`src/rtl/regfile_write_arbiter.sv`:
```
// Write-port arbiter for the 32x32 register file: merges in-order WB results with
// MDU results, queueing the latter in a small FIFO and flagging pending destinations.
`timescale 1ns/1ps
module regfile_write_arbiter #(
  parameter int DEPTH    = 2,
  parameter int MAX_WAIT = 4
) (
  input  logic        clk,
  input  logic        rst_n,
  input  logic        wbValid,
  input  logic [4:0]  wbDest,
  input  logic [31:0] wbData,
  input  logic        mduValid,
  output logic        mduReady,
  input  logic [4:0]  mduDest,
  input  logic [31:0] mduData,
  input  logic [4:0]  queryReg,
  output logic        pendingHit,
  output logic        stallReq,
  output logic        regWrite,
  output logic [4:0]  writeRegister,
  output logic [31:0] writeData
);

  localparam int PTR_W  = (DEPTH > 1) ? $clog2(DEPTH) : 1;
  localparam int CNT_W  = $clog2(DEPTH + 1);
  localparam int WAIT_W = $clog2(MAX_WAIT + 1);
  localparam logic [PTR_W-1:0]  PTR_LAST = PTR_W'(DEPTH - 1);
  localparam logic [CNT_W-1:0]  CNT_FULL = CNT_W'(DEPTH);
  localparam logic [WAIT_W-1:0] WAIT_SAT = WAIT_W'(MAX_WAIT);

  logic [4:0]        r_dest [DEPTH];
  logic [31:0]       r_data [DEPTH];
  logic [DEPTH-1:0]  r_vld;
  logic [PTR_W-1:0]  r_wr_ptr, r_rd_ptr;
  logic [CNT_W-1:0]  r_count;
  logic [WAIT_W-1:0] r_wait;
  logic              r_stall, r_reg_write;
  logic [4:0]        r_write_reg;
  logic [31:0]       r_write_data;

  logic w_wb_act, w_mdu_hs, w_fifo_empty, w_pop, w_bypass, w_push, w_fifo_hit;

  assign mduReady     = (r_count < CNT_FULL);
  assign w_wb_act     = wbValid && (wbDest != 5'd0);
  assign w_mdu_hs     = mduValid && mduReady;
  assign w_fifo_empty = (r_count == '0);
  assign w_pop        = !w_wb_act && !w_fifo_empty;
  assign w_bypass     = !w_wb_act && w_fifo_empty && w_mdu_hs && (mduDest != 5'd0);
  // A zero-destination MDU result completes its handshake but is simply dropped.
  assign w_push       = w_mdu_hs && (mduDest != 5'd0) && !w_bypass;

  always_ff @(posedge clk or negedge rst_n) begin
    if (!rst_n) begin
      r_reg_write  <= 1'b0;
      r_write_reg  <= 5'd0;
      r_write_data <= 32'd0;
    end else if (w_wb_act) begin
      r_reg_write  <= 1'b1;
      r_write_reg  <= wbDest;
      r_write_data <= wbData;
    end else if (w_pop) begin
      r_reg_write  <= 1'b1;
      r_write_reg  <= r_dest[r_rd_ptr];
      r_write_data <= r_data[r_rd_ptr];
    end else if (w_bypass) begin
      r_reg_write  <= 1'b1;
      r_write_reg  <= mduDest;
      r_write_data <= mduData;
    end else begin
      r_reg_write  <= 1'b0;
    end
  end

  always_ff @(posedge clk or negedge rst_n) begin
    if (!rst_n) begin
      r_vld    <= '0;
      r_wr_ptr <= '0;
      r_rd_ptr <= '0;
      r_count  <= '0;
    end else begin
      if (w_pop) begin
        r_vld[r_rd_ptr] <= 1'b0;
        r_rd_ptr        <= (r_rd_ptr == PTR_LAST) ? '0 : r_rd_ptr + PTR_W'(1);
      end
      if (w_push) begin
        r_vld[r_wr_ptr] <= 1'b1;
        r_wr_ptr        <= (r_wr_ptr == PTR_LAST) ? '0 : r_wr_ptr + PTR_W'(1);
      end
      case ({w_push, w_pop})
        2'b10:   r_count <= r_count + CNT_W'(1);
        2'b01:   r_count <= r_count - CNT_W'(1);
        default: r_count <= r_count;
      endcase
    end
  end

  always_ff @(posedge clk) begin
    if (w_push) begin
      r_dest[r_wr_ptr] <= mduDest;
      r_data[r_wr_ptr] <= mduData;
    end
  end

  // stallReq follows the counter one edge late, so it drops the edge after a pop.
  always_ff @(posedge clk or negedge rst_n) begin
    if (!rst_n) begin
      r_wait  <= '0;
      r_stall <= 1'b0;
    end else begin
      r_stall <= (r_wait == WAIT_SAT);
      if (w_fifo_empty || w_pop)
        r_wait <= '0;
      else if (w_wb_act && (r_wait != WAIT_SAT))
        r_wait <= r_wait + WAIT_W'(1);
    end
  end

  always_comb begin
    w_fifo_hit = 1'b0;
    for (int i = 0; i < DEPTH; i++)
      if (r_vld[i] && (r_dest[i] == queryReg)) w_fifo_hit = 1'b1;
  end

  assign pendingHit    = (queryReg != 5'd0) &&
                         (w_fifo_hit || (r_reg_write && (r_write_reg == queryReg)));
  assign stallReq      = r_stall;
  assign regWrite      = r_reg_write;
  assign writeRegister = r_write_reg;
  assign writeData     = r_write_data;

endmodule
```
`config.mk`:
```
export PLATFORM = sky130hd
export DESIGN_NAME = regfile_write_arbiter
export DESIGN_NICKNAME = d
export VERILOG_FILES = /design/src/rtl/regfile_write_arbiter.sv
export SDC_FILE = /design/constraint.sdc
export NUM_CORES = 1
export LEC_CHECK = 0
export CORE_MARGIN = 2
export CORE_UTILIZATION = 30
export DETAILED_ROUTE_END_ITERATION = 6
export PLACE_DENSITY = 0.53
export SYNTH_ARGS = -nofsm -noshare
export SYNTH_HDL_FRONTEND = slang
export SYNTH_SLANG_ARGS = --single-unit
```
`constraint.sdc`:
```
create_clock -name clk -period 5.01 [get_ports clk]
set_clock_uncertainty 0.2 [all_clocks]
set_input_delay 1.002 -clock clk [delete_from_list [all_inputs] [get_ports clk]]
set_output_delay 1.002 -clock clk [all_outputs]
set_load 0.03 [all_outputs]
```
## After elaboration in Yosys (flattened, before gate mapping)

Memory sizes are Yosys's and may differ from the RTL's.
Index checks and enable logic that the tools add are counted.

| storage, ports and cells | value |
|---|---|
| logic and storage cells | 82 |
| RAM bits | 74 |
| output and inout bits | 41 |
| register bits | 48 |
| memories | 2 |

| operators by class | value |
|---|---|
| reduce and logical (&&, ||, !) cells | 27 |
| add/subtract/negate cells | 5 |
| bitwise operators | 3 |
| muxes and demuxes | 24 |
| order comparisons | 5 |
| equality and inequality tests | 7 |

Memory list:

| name | depth | bits a word | rd ports | clocked after memory_dff | wr ports | RTL line | text |
|---|---|---|---|---|---|---|---|
| r_data | 2 | 32 | 1 | 0 | 1 | 33 | `logic [31:0] r_data [DEPTH];` |
| r_dest | 2 | 5 | 3 | 0 | 1 | 32 | `logic [4:0] r_dest [DEPTH];` |

Operators with widths:

| kind | count |
|---|---|
| two-way mux 32 bit | 3 |
| == test 5 bit | 3 |
| logical AND 1 bit | 15 |
| two-way mux 5 bit | 3 |
| nonzero test 5 bit | 3 |
| two-way mux 1 bit | 11 |
| two-way mux 3 bit | 2 |
| less-than comparator 1 x 2 -> 1 bit, second input constant | 2 |
| two-way mux 2 bit | 2 |
| one-hot mux 2 bit (2 select lines) | 1 |
| nonzero test 2 bit | 2 |
| adder 3 x 1 -> 3 bit, second input constant | 1 |
| == test 3 bit, second input constant | 1 |
| logical NOT 1 bit | 3 |
| != test 3 bit, second input constant | 1 |
| nonzero test 3 bit | 1 |
| adder 1 bit, second input constant | 2 |
| adder 2 x 1 -> 2 bit, second input constant | 1 |
| AND 2 bit | 1 |
| demux 1 bit (select 1 bit) | 2 |
| == test 2 x 1 -> 1 bit, second input constant | 1 |
| == test 2 bit, second input constant | 1 |
| >= comparator 1 bit, second input constant | 2 |
| logical NOT 2 bit | 1 |
| other kinds (5) | 6 |

## Logic depth before layout (Yosys ltp)

Gate-level depths: netlist of the first run.

| depth | value |
|---|---|
| word-level depth | 10 |
| mapped depth | 8 |
| mapped depth without buffers | 8 |

## Worst setup path after synthesis of the first run

No wires, ideal clock.

| path | value |
|---|---|
| path kind | input -> register |
| start point | input mduValid |
| end point | memory r_data[1][0] (enable) |
| stages on the path | 6 |
| setup slack | 885 ps |
| library setup time | 431 ps |
| arrival time | 3494 ps |
| cell sequence | nor2b_1 -> o31a_1 -> buf_2 -> clkbuf_1 -> nand2_1 -> nor2_1 |

| between the ends | value |
|---|---|
| cells in the longest elaborated chain, start to end | 7 |
| elaborated cells on any way between the ends | 8 |
| classes of those cells | 2 x mux; 6 x reduce/logical |

RTL lines:

| element | RTL line | text |
|---|---|---|
| start, declared | 13 | `input logic mduValid,` |
| logical AND 1 bit * | 46 | `assign w_mdu_hs = mduValid && mduReady;` |
| logical AND 1 bit (2 in a row) | 49 | `assign w_bypass = !w_wb_act && w_fifo_empty && w_mdu_hs && (mduDest != 5'd0);` |
| logical NOT 1 bit | 51 | `assign w_push = w_mdu_hs && (mduDest != 5'd0) && !w_bypass;` |
| logical AND 1 bit * | 51 |  |
| two-way mux 1 bit * | 99 | `if (w_push) begin` |
| two-way mux 1 bit (implied by the code) * | 101 | `r_data[r_wr_ptr] <= mduData;` |
| end, declared | 33 |  |

Mark *: on every way between the ends. The rest lies on a longest branch, timed or not.

## Worst setup path in the final report of the first run

| path | value |
|---|---|
| start point | input queryReg[3] |
| end point | output pendingHit |

| between the ends | value |
|---|---|
| cells in the longest elaborated chain, start to end | 6 |
| elaborated cells on any way between the ends | 11 |
| classes of those cells | 3 x eq/ne; 2 x mux; 6 x reduce/logical |

RTL lines:

| element | RTL line | text |
|---|---|---|
| start, declared | 17 | `input logic [4:0] queryReg,` |
| == test 5 bit | 122 | `if (r_vld[i] && (r_dest[i] == queryReg)) w_fifo_hit = 1'b1;` |
| logical AND 1 bit | 122 |  |
| two-way mux 1 bit (2 in a row) | 122 |  |
| logical OR 1 bit | 126 | `(w_fifo_hit \|\| (r_reg_write && (r_write_reg == queryReg)));` |
| logical AND 1 bit * | 125 | `assign pendingHit = (queryReg != 5'd0) &&` |
| end, declared | 18 | `output logic pendingHit,` |

Marks and branches as above.

==> flow_metrics.env, run 1 <==
export IMPL_ys_types=41
export IMPL_ys_seq_elements=122
export IMPL_clock_sinks=122
export IMPL_gp_congestion=0.8283
export IMPL_timing_fmax_ghz=0.2369
export IMPL_cts_clk_slew_worst_paths_ns=0.06
export IMPL_layout_drive_gt1_share_pct=12.21
export IMPL_drtAntennaViolNets=0
export IMPL_outcome="finished, final reports clean"
export IMPL_grt_busiest_layer="met2"
export IMPL_worstSetupPathType="input pin to primary output"
export IMPL_worst_slew_pin_slew_ns=1.145
export IMPL_cts_made_buffers=17
export IMPL_cts_tree="done"
export IMPL_dieArea_um2=19080
export IMPL_crit_fanout=4
export IMPL_firstDrtPassIters=4
export IMPL_clk_path_buf_depth=2
export IMPL_min_period_ns=4.221
export IMPL_drt_iter0_drc=179
export IMPL_cts_resized=0
export IMPL_grt_pass1_wl_um=22800
export IMPL_use_met3_pct=3.429
export IMPL_diodes=0
export IMPL_placed_cells=762
export IMPL_post_route_util_pct=41.82
export IMPL_synth_nets=514
export IMPL_hold_path_class="flip-flop to flip-flop"
export IMPL_max_cap_viol_count=0
export IMPL_io_pins=124
export IMPL_initial_utilization_pct=30.35
export IMPL_hold_viol_final=0
export IMPL_setup_viol=0
export IMPL_cp_start_kind="input pin"
export IMPL_powerDensity_nw_per_um2=570.8
export IMPL_place_area_um2=6874
export IMPL_port_buffers=123
export IMPL_ir_worst_vdd_mv=0.2846
export IMPL_core_area_um2=17780
export IMPL_required_ns=3.81
export IMPL_fin_nets=638
export IMPL_vias_per_cell=4.906
export IMPL_crit_path_end_kind="primary output"
export IMPL_wl_um=14110
export IMPL_arrival_ns=3.02
export IMPL_leakage_nw=2.755
export IMPL_grt_pass1_vias=4160
export IMPL_syn_inst=428
export IMPL_htree_levels=4
export IMPL_vias=3895
export IMPL_avgSynthCellArea_um2=12.61
export IMPL_std_cell_rows=49
export IMPL_grt_overflow=0
export IMPL_grt_use_met1_pct=19.70
export IMPL_setup_tns_ns=0
export IMPL_root_buffer="clkbuf_16"
export IMPL_fin_area_um2=7436
export IMPL_die_w_um=138.1
export IMPL_grt_max_degree=49
export IMPL_yosys_warnings=0
export IMPL_grt_antenna_before_repair=0
export IMPL_synth_seq_area_share_pct=63.44
export IMPL_postCtsSetupBuffers=0
export IMPL_cts_hold_buf=0
export IMPL_fin_cells=794
export IMPL_track_usage_pct=15.10
export IMPL_drv_slew=0
export IMPL_mappedNetlistArea_um2=5396
export IMPL_dp_hpwl_um=9392
export IMPL_grtUsageMet2_pct=24.73
export IMPL_worst_skew_pair_late_latency_ns=0.41
export IMPL_rsz0062_at_grt="false"
export IMPL_slew_headroom_pct=23.20
export IMPL_fp_dieH_um=138.1
export IMPL_layout_setup_ws_ns=0.7895
export IMPL_pre_cts_ws_ns=0.7976
export IMPL_area_delta_synth_final_pct=37.79
export IMPL_wl_per_cell_um=17.77
export IMPL_timing_final_crit_share_pct=84.24
export IMPL_drc_errors=0
final cells by class:
class | count | area [um2]
Sequential cell | 122 | 3425
Inverter | 5 | 21.27
Clock buffer | 19 | 432.9
Timing Repair Buffer | 131 | 1286
Multi-Input combinational cell | 275 | 1856
Clock inverter | 13 | 128.9
Tap cell | 229 | 286.5
Fill cell | 1659 | 10340
routing by layer:
layer,part of all wire (%),vias to the layer above
li1,-,1857
met1,47,1948
met2,49,83
met3,3.3,7
met4,0.91,0
met5,0,-
layout by cell type (no fill, tap or decap), types with 2 or more instances in the layout:
master / Yosys / layout
clkdlybuf4s50_1: 0 / 122
a21oi_1: 81 / 81
edfxtp_1: 74 / 74
dfrtp_1: 48 / 47
mux2i_1: 38 / 38
nor2_1: 20 / 17
nor3_1: 17 / 17
clkbuf_16: 0 / 17
o21ai_0: 16 / 16
nor2_2: 14 / 15
o2bb2ai_1: 15 / 15
xor2_1: 13 / 13
nand2_1: 11 / 11
xnor2_1: 8 / 8
buf_4: 1 / 8
a211oi_1: 5 / 5
a21oi_2: 5 / 5
clkinv_2: 0 / 5
inv_1: 4 / 4
nor4_1: 4 / 4
o311ai_0: 3 / 3
ha_1: 3 / 3
clkinvlp_4: 0 / 3
nor2_4: 0 / 2
nand3_1: 2 / 2
or4_1: 2 / 2
a2bb2oi_1: 2 / 2
bufinv_16: 0 / 2
clkbuf_1: 18 / 2
clkinv_4: 0 / 2
logic make-up (layout without fill, tap and decap cells):
family	Yosys count	count (layout)	synth area share, %
xor gates and xnor gates	21	21	3.408
DFF	122	122	63.44
and+or+nand+nor	78	78	7.675
AOI/OAI and AO/OA	135	135	15.12
adders and majority gates	3	3	0.6956
muxes	38	38	7.048
buffers and inverters	31	168	2.620
report_power, final:
group / internal, mW / total (mW) / switching (mW)
logic: 0.626 / 1.51 / 0.883
clock network: 0.725 / 1.17 / 0.441
registers: 1.36 / 1.57 / 0.209
cells in the mapped netlist (all sizes together):
cell,count,share of area [%]
nand3b,1,0.14
o21ai,16,1.5
a211oi,5,0.70
buf,8,0.97
xnor2,8,1.3
dfrtp,48,22
o31a,2,0.32
o2bb2ai,15,2.4
and3,1,0.12
a2bb2oi,2,0.32
o22ai,1,0.12
nor3,17,1.6
edfxtp,74,41
a21oi,86,8.3
nor2b,1,0.12
clkbuf,18,1.3
o311ai,3,0.49
nand3,2,0.19
nor2,35,3.4
a31oi,1,0.12
inv,5,0.39
or3,2,0.32
nand2,12,0.97
mux2i,38,7.0
nor4,4,0.46
ha,3,0.70
o31ai,3,0.67
or2,1,0.12
or4,2,0.28
o21a,1,0.14
xor2,13,2.1
state kept, by name (all words and copies together), names as in the netlist, 2 cells and up:
signal / count
r_dest: 10
r_count: 2
writeData: 32
writeRegister: 5
r_data: 64
r_vld: 2
r_wait: 3
per-stage QoR:
stage               hold WS (ns)  total power [mW]
CTS                       0.2903             4.312
detailed placement        0.2771             3.116
global placement          0.2770             3.091
finish                    0.2921             4.245
global route              0.3135             4.486
floorplan                 0.2828             2.499
critical path: stages:
cell             delay [ns]
clkdlybuf4s50_1        0.51
xor2_1                 0.21
nor4_1                 0.23
and3_1                 0.18
a31oi_1                0.05
a21oi_1                0.15
clkdlybuf4s50_1        0.68
final timing paths:
kind | start | end | slack (ns) | cells past startpoint
worst max-delay path | queryReg[3] | pendingHit | 0.79 | 7
worst max register to register | r_count[0] | r_data[1][7] | 2.08 | 5
worst min-delay path | writeData[4] | writeData[4] | 0.29 | 1
worst min register to register | writeData[4] | writeData[4] | 0.29 | 1
max in group asynchronous | rst_n | r_rd_ptr | 3.61 | 2
min in group asynchronous | rst_n | writeData[26] | 0.51 | 2
Power figures use the tool's default switching activity.
==> inputs of run 2 (changes only) <==
--- a/config.mk
+++ b/config.mk
@@ -8,7 +8,7 @@
 export CORE_MARGIN = 2
 export CORE_UTILIZATION = 30
 export DETAILED_ROUTE_END_ITERATION = 6
-export PLACE_DENSITY = 0.53
+export PLACE_DENSITY = 0.55
 export SYNTH_ARGS = -nofsm -noshare
 export SYNTH_HDL_FRONTEND = slang
 export SYNTH_SLANG_ARGS = --single-unit
==> constraint.sdc (replaced) <==
create_clock -name clk -period 3.86 [get_ports clk]
set_clock_uncertainty 0.2 [all_clocks]
set_input_delay 0.772 -clock clk [delete_from_list [all_inputs] [get_ports clk]]
set_output_delay 0.772 -clock clk [all_outputs]
set_load 0.03 [all_outputs]
==> flow_metrics.env, run 2 (synthesis results as in run 1) <==
export IMPL_top_register="r_data"
export IMPL_layout_drive_gt1_share_pct=11.93
export IMPL_htree_levels=4
export IMPL_leakage_nw=2.801
export IMPL_outcome="finished, final reports clean"
export IMPL_rr_worst_depth=4
export IMPL_die_w_um=138.1
export IMPL_grt_pass1_wl_um=22260
export IMPL_required_ns=2.89
export IMPL_fp_dieH_um=138.1
export IMPL_vias=3905
export IMPL_worst_slew_pin_slew_ns=1.169
export IMPL_slew_headroom_pct=21.87
export IMPL_final_common_cell="clkdlybuf4s50_1"
export IMPL_r2r_start="r_count[1]"
export IMPL_port_buffers=123
export IMPL_fin_cells=799
export IMPL_gp_congestion=0.8128
export IMPL_io_pins=124
export IMPL_dieArea_um2=19080
export IMPL_multi_input_area_um2=1856
export IMPL_firstDrtPassIters=5
export IMPL_ir_worst_vdd_mv=0.3674
export IMPL_largest_reg_flops=64
export IMPL_grt_max_degree=38
export IMPL_drv_slew=0
export IMPL_cts_hold_buf=0
export IMPL_min_period_ns=3.551
export IMPL_hold_viol_final=0
export IMPL_diodes=0
export IMPL_r2r_end="r_data[0][1]"
export IMPL_std_cell_rows=49
export IMPL_drc_errors=0
export IMPL_wl_um=13900
export IMPL_final_cell_mix="clkdlybuf4s50_1 (121), a21oi_1 (81), edfxtp_1 (74)"
export IMPL_timing_fmax_ghz=0.2816
export IMPL_cts_clk_slew_worst_paths_ns=0.05
export IMPL_track_usage_pct=14.89
export IMPL_grt_overflow=0
export IMPL_rsz0062_at_grt="false"
export IMPL_core_area_um2=17780
export IMPL_setup_viol=0
export IMPL_area_delta_synth_final_pct=38.98
export IMPL_max_cap_viol_count=0
export IMPL_clk_path_buf_depth=2
export IMPL_p_total_mw=5.604
export IMPL_hold_path_class="input pin to asynchronous set/reset pin"
export IMPL_root_buffer="clkbuf_16"
export IMPL_seq_area_um2=3425
export IMPL_worst_skew_pair_late_latency_ns=0.41
export IMPL_clock_sinks=122
export IMPL_crit_fanout=4
export IMPL_arrival_ns=2.58
export IMPL_worstSetupPathType="input pin to primary output"
export IMPL_grt_antenna_before_repair=0
export IMPL_cts_made_buffers=17
export IMPL_crit_path_end_kind="primary output"
export IMPL_timing_final_crit_share_pct=91.99
export IMPL_placed_cells=767
export IMPL_cts_tree="done"
export IMPL_drtAntennaViolNets=0
export IMPL_wl_per_cell_um=17.40
export IMPL_drt_iter0_drc=216
export IMPL_powerDensity_nw_per_um2=747.3
export IMPL_grt_pass1_vias=4097
export IMPL_cp_start_kind="input pin"
export IMPL_r2r_setup_slack_ns=1.36
export IMPL_dp_hpwl_um=9362
export IMPL_fin_nets=643
export IMPL_vias_per_cell=4.887
export IMPL_fillers=1716
export IMPL_initial_utilization_pct=30.35
run 2: cell types whose count changed in the layout (fill, tap and decap cells not counted):
cell,change
clkinvlp_4,-3
dlygate4sd2_1,+1
clkinv_4,-2
buf_4,+5
bufinv_16,+2
clkdlybuf4s50_1,-1
clkinv_2,-3
clkinv_1,+6
run 2: worst max-delay path by stage:
stage	start	end
after floorplan	mduValid	r_data[0][0]
after global placement	queryReg[2]	pendingHit
after global routing	queryReg[2]	pendingHit
final	queryReg[2]	pendingHit
after CTS	queryReg[2]	pendingHit
after detailed placement	queryReg[2]	pendingHit
run 2: critical path, cell delays in order:
cell and delay, ns:
clkdlybuf4s50_1 0.51, xor2_1 0.21, nor4_1 0.26, and3_1 0.19, a31oi_1 0.05, a21oi_1 0.18, dlygate4sd2_1 0.41
run 2: timing repair:
| item | CTS | global route |
|---|---|---|
| buffers inserted | 0 | 0 |
| setup endpoints to repair | 1 | 0 |
| gates resized for setup | 1 | 0 |
run 2: report_power, final:
| part | switching (mW) | leakage [nW] | internal, mW |
|---|---|---|---|
| combinational | 1.14 | 1.26 | 0.826 |
| sequential | 0.272 | 1.25 | 1.77 |
| clock | 0.535 | 0.287 | 1.06 |
| total | 1.95 | 2.80 | 3.65 |
run 2: layout make-up:
type	instances	area share (%)
flip-flops and latches	122	45.66
multi-input cells	275	24.74
repair buffers	136	17.63
clock buffers	19	5.772
well taps	229	3.820
clock inverters	13	2.085
inverters	5	0.2836
run 2: stage by stage:
stage / area (um2) / util (%) / TNS (ns) / hold WS (ns) / setup WS, ns
CTS: 7500 / 42.18 / 0 / 0.2313 / 0.2686
floorplan: 5399 / - / 0 / 0.2764 / 0.2246
detailed placement: 6912 / 38.87 / -0.004295 / 0.2815 / -0.004295
global route: 7500 / 42.18 / 0 / 0.2728 / 0.1185
global placement: 6912 / 38.87 / 0 / 0.2769 / 0.1250
finish: 7500 / 42.18 / 0 / 0.2153 / 0.3092
run 2: metal layers:
layer	part of all wire, %	GRT usage [%]	wire [um]	vias to the layer above
met3	3.7	3.602	521	21
li1	-	-	-	1863
met5	0	0	0	-
met1	46	19.35	6447	1921
met2	48	24.08	6678	100
met4	1.8	5.961	252	0
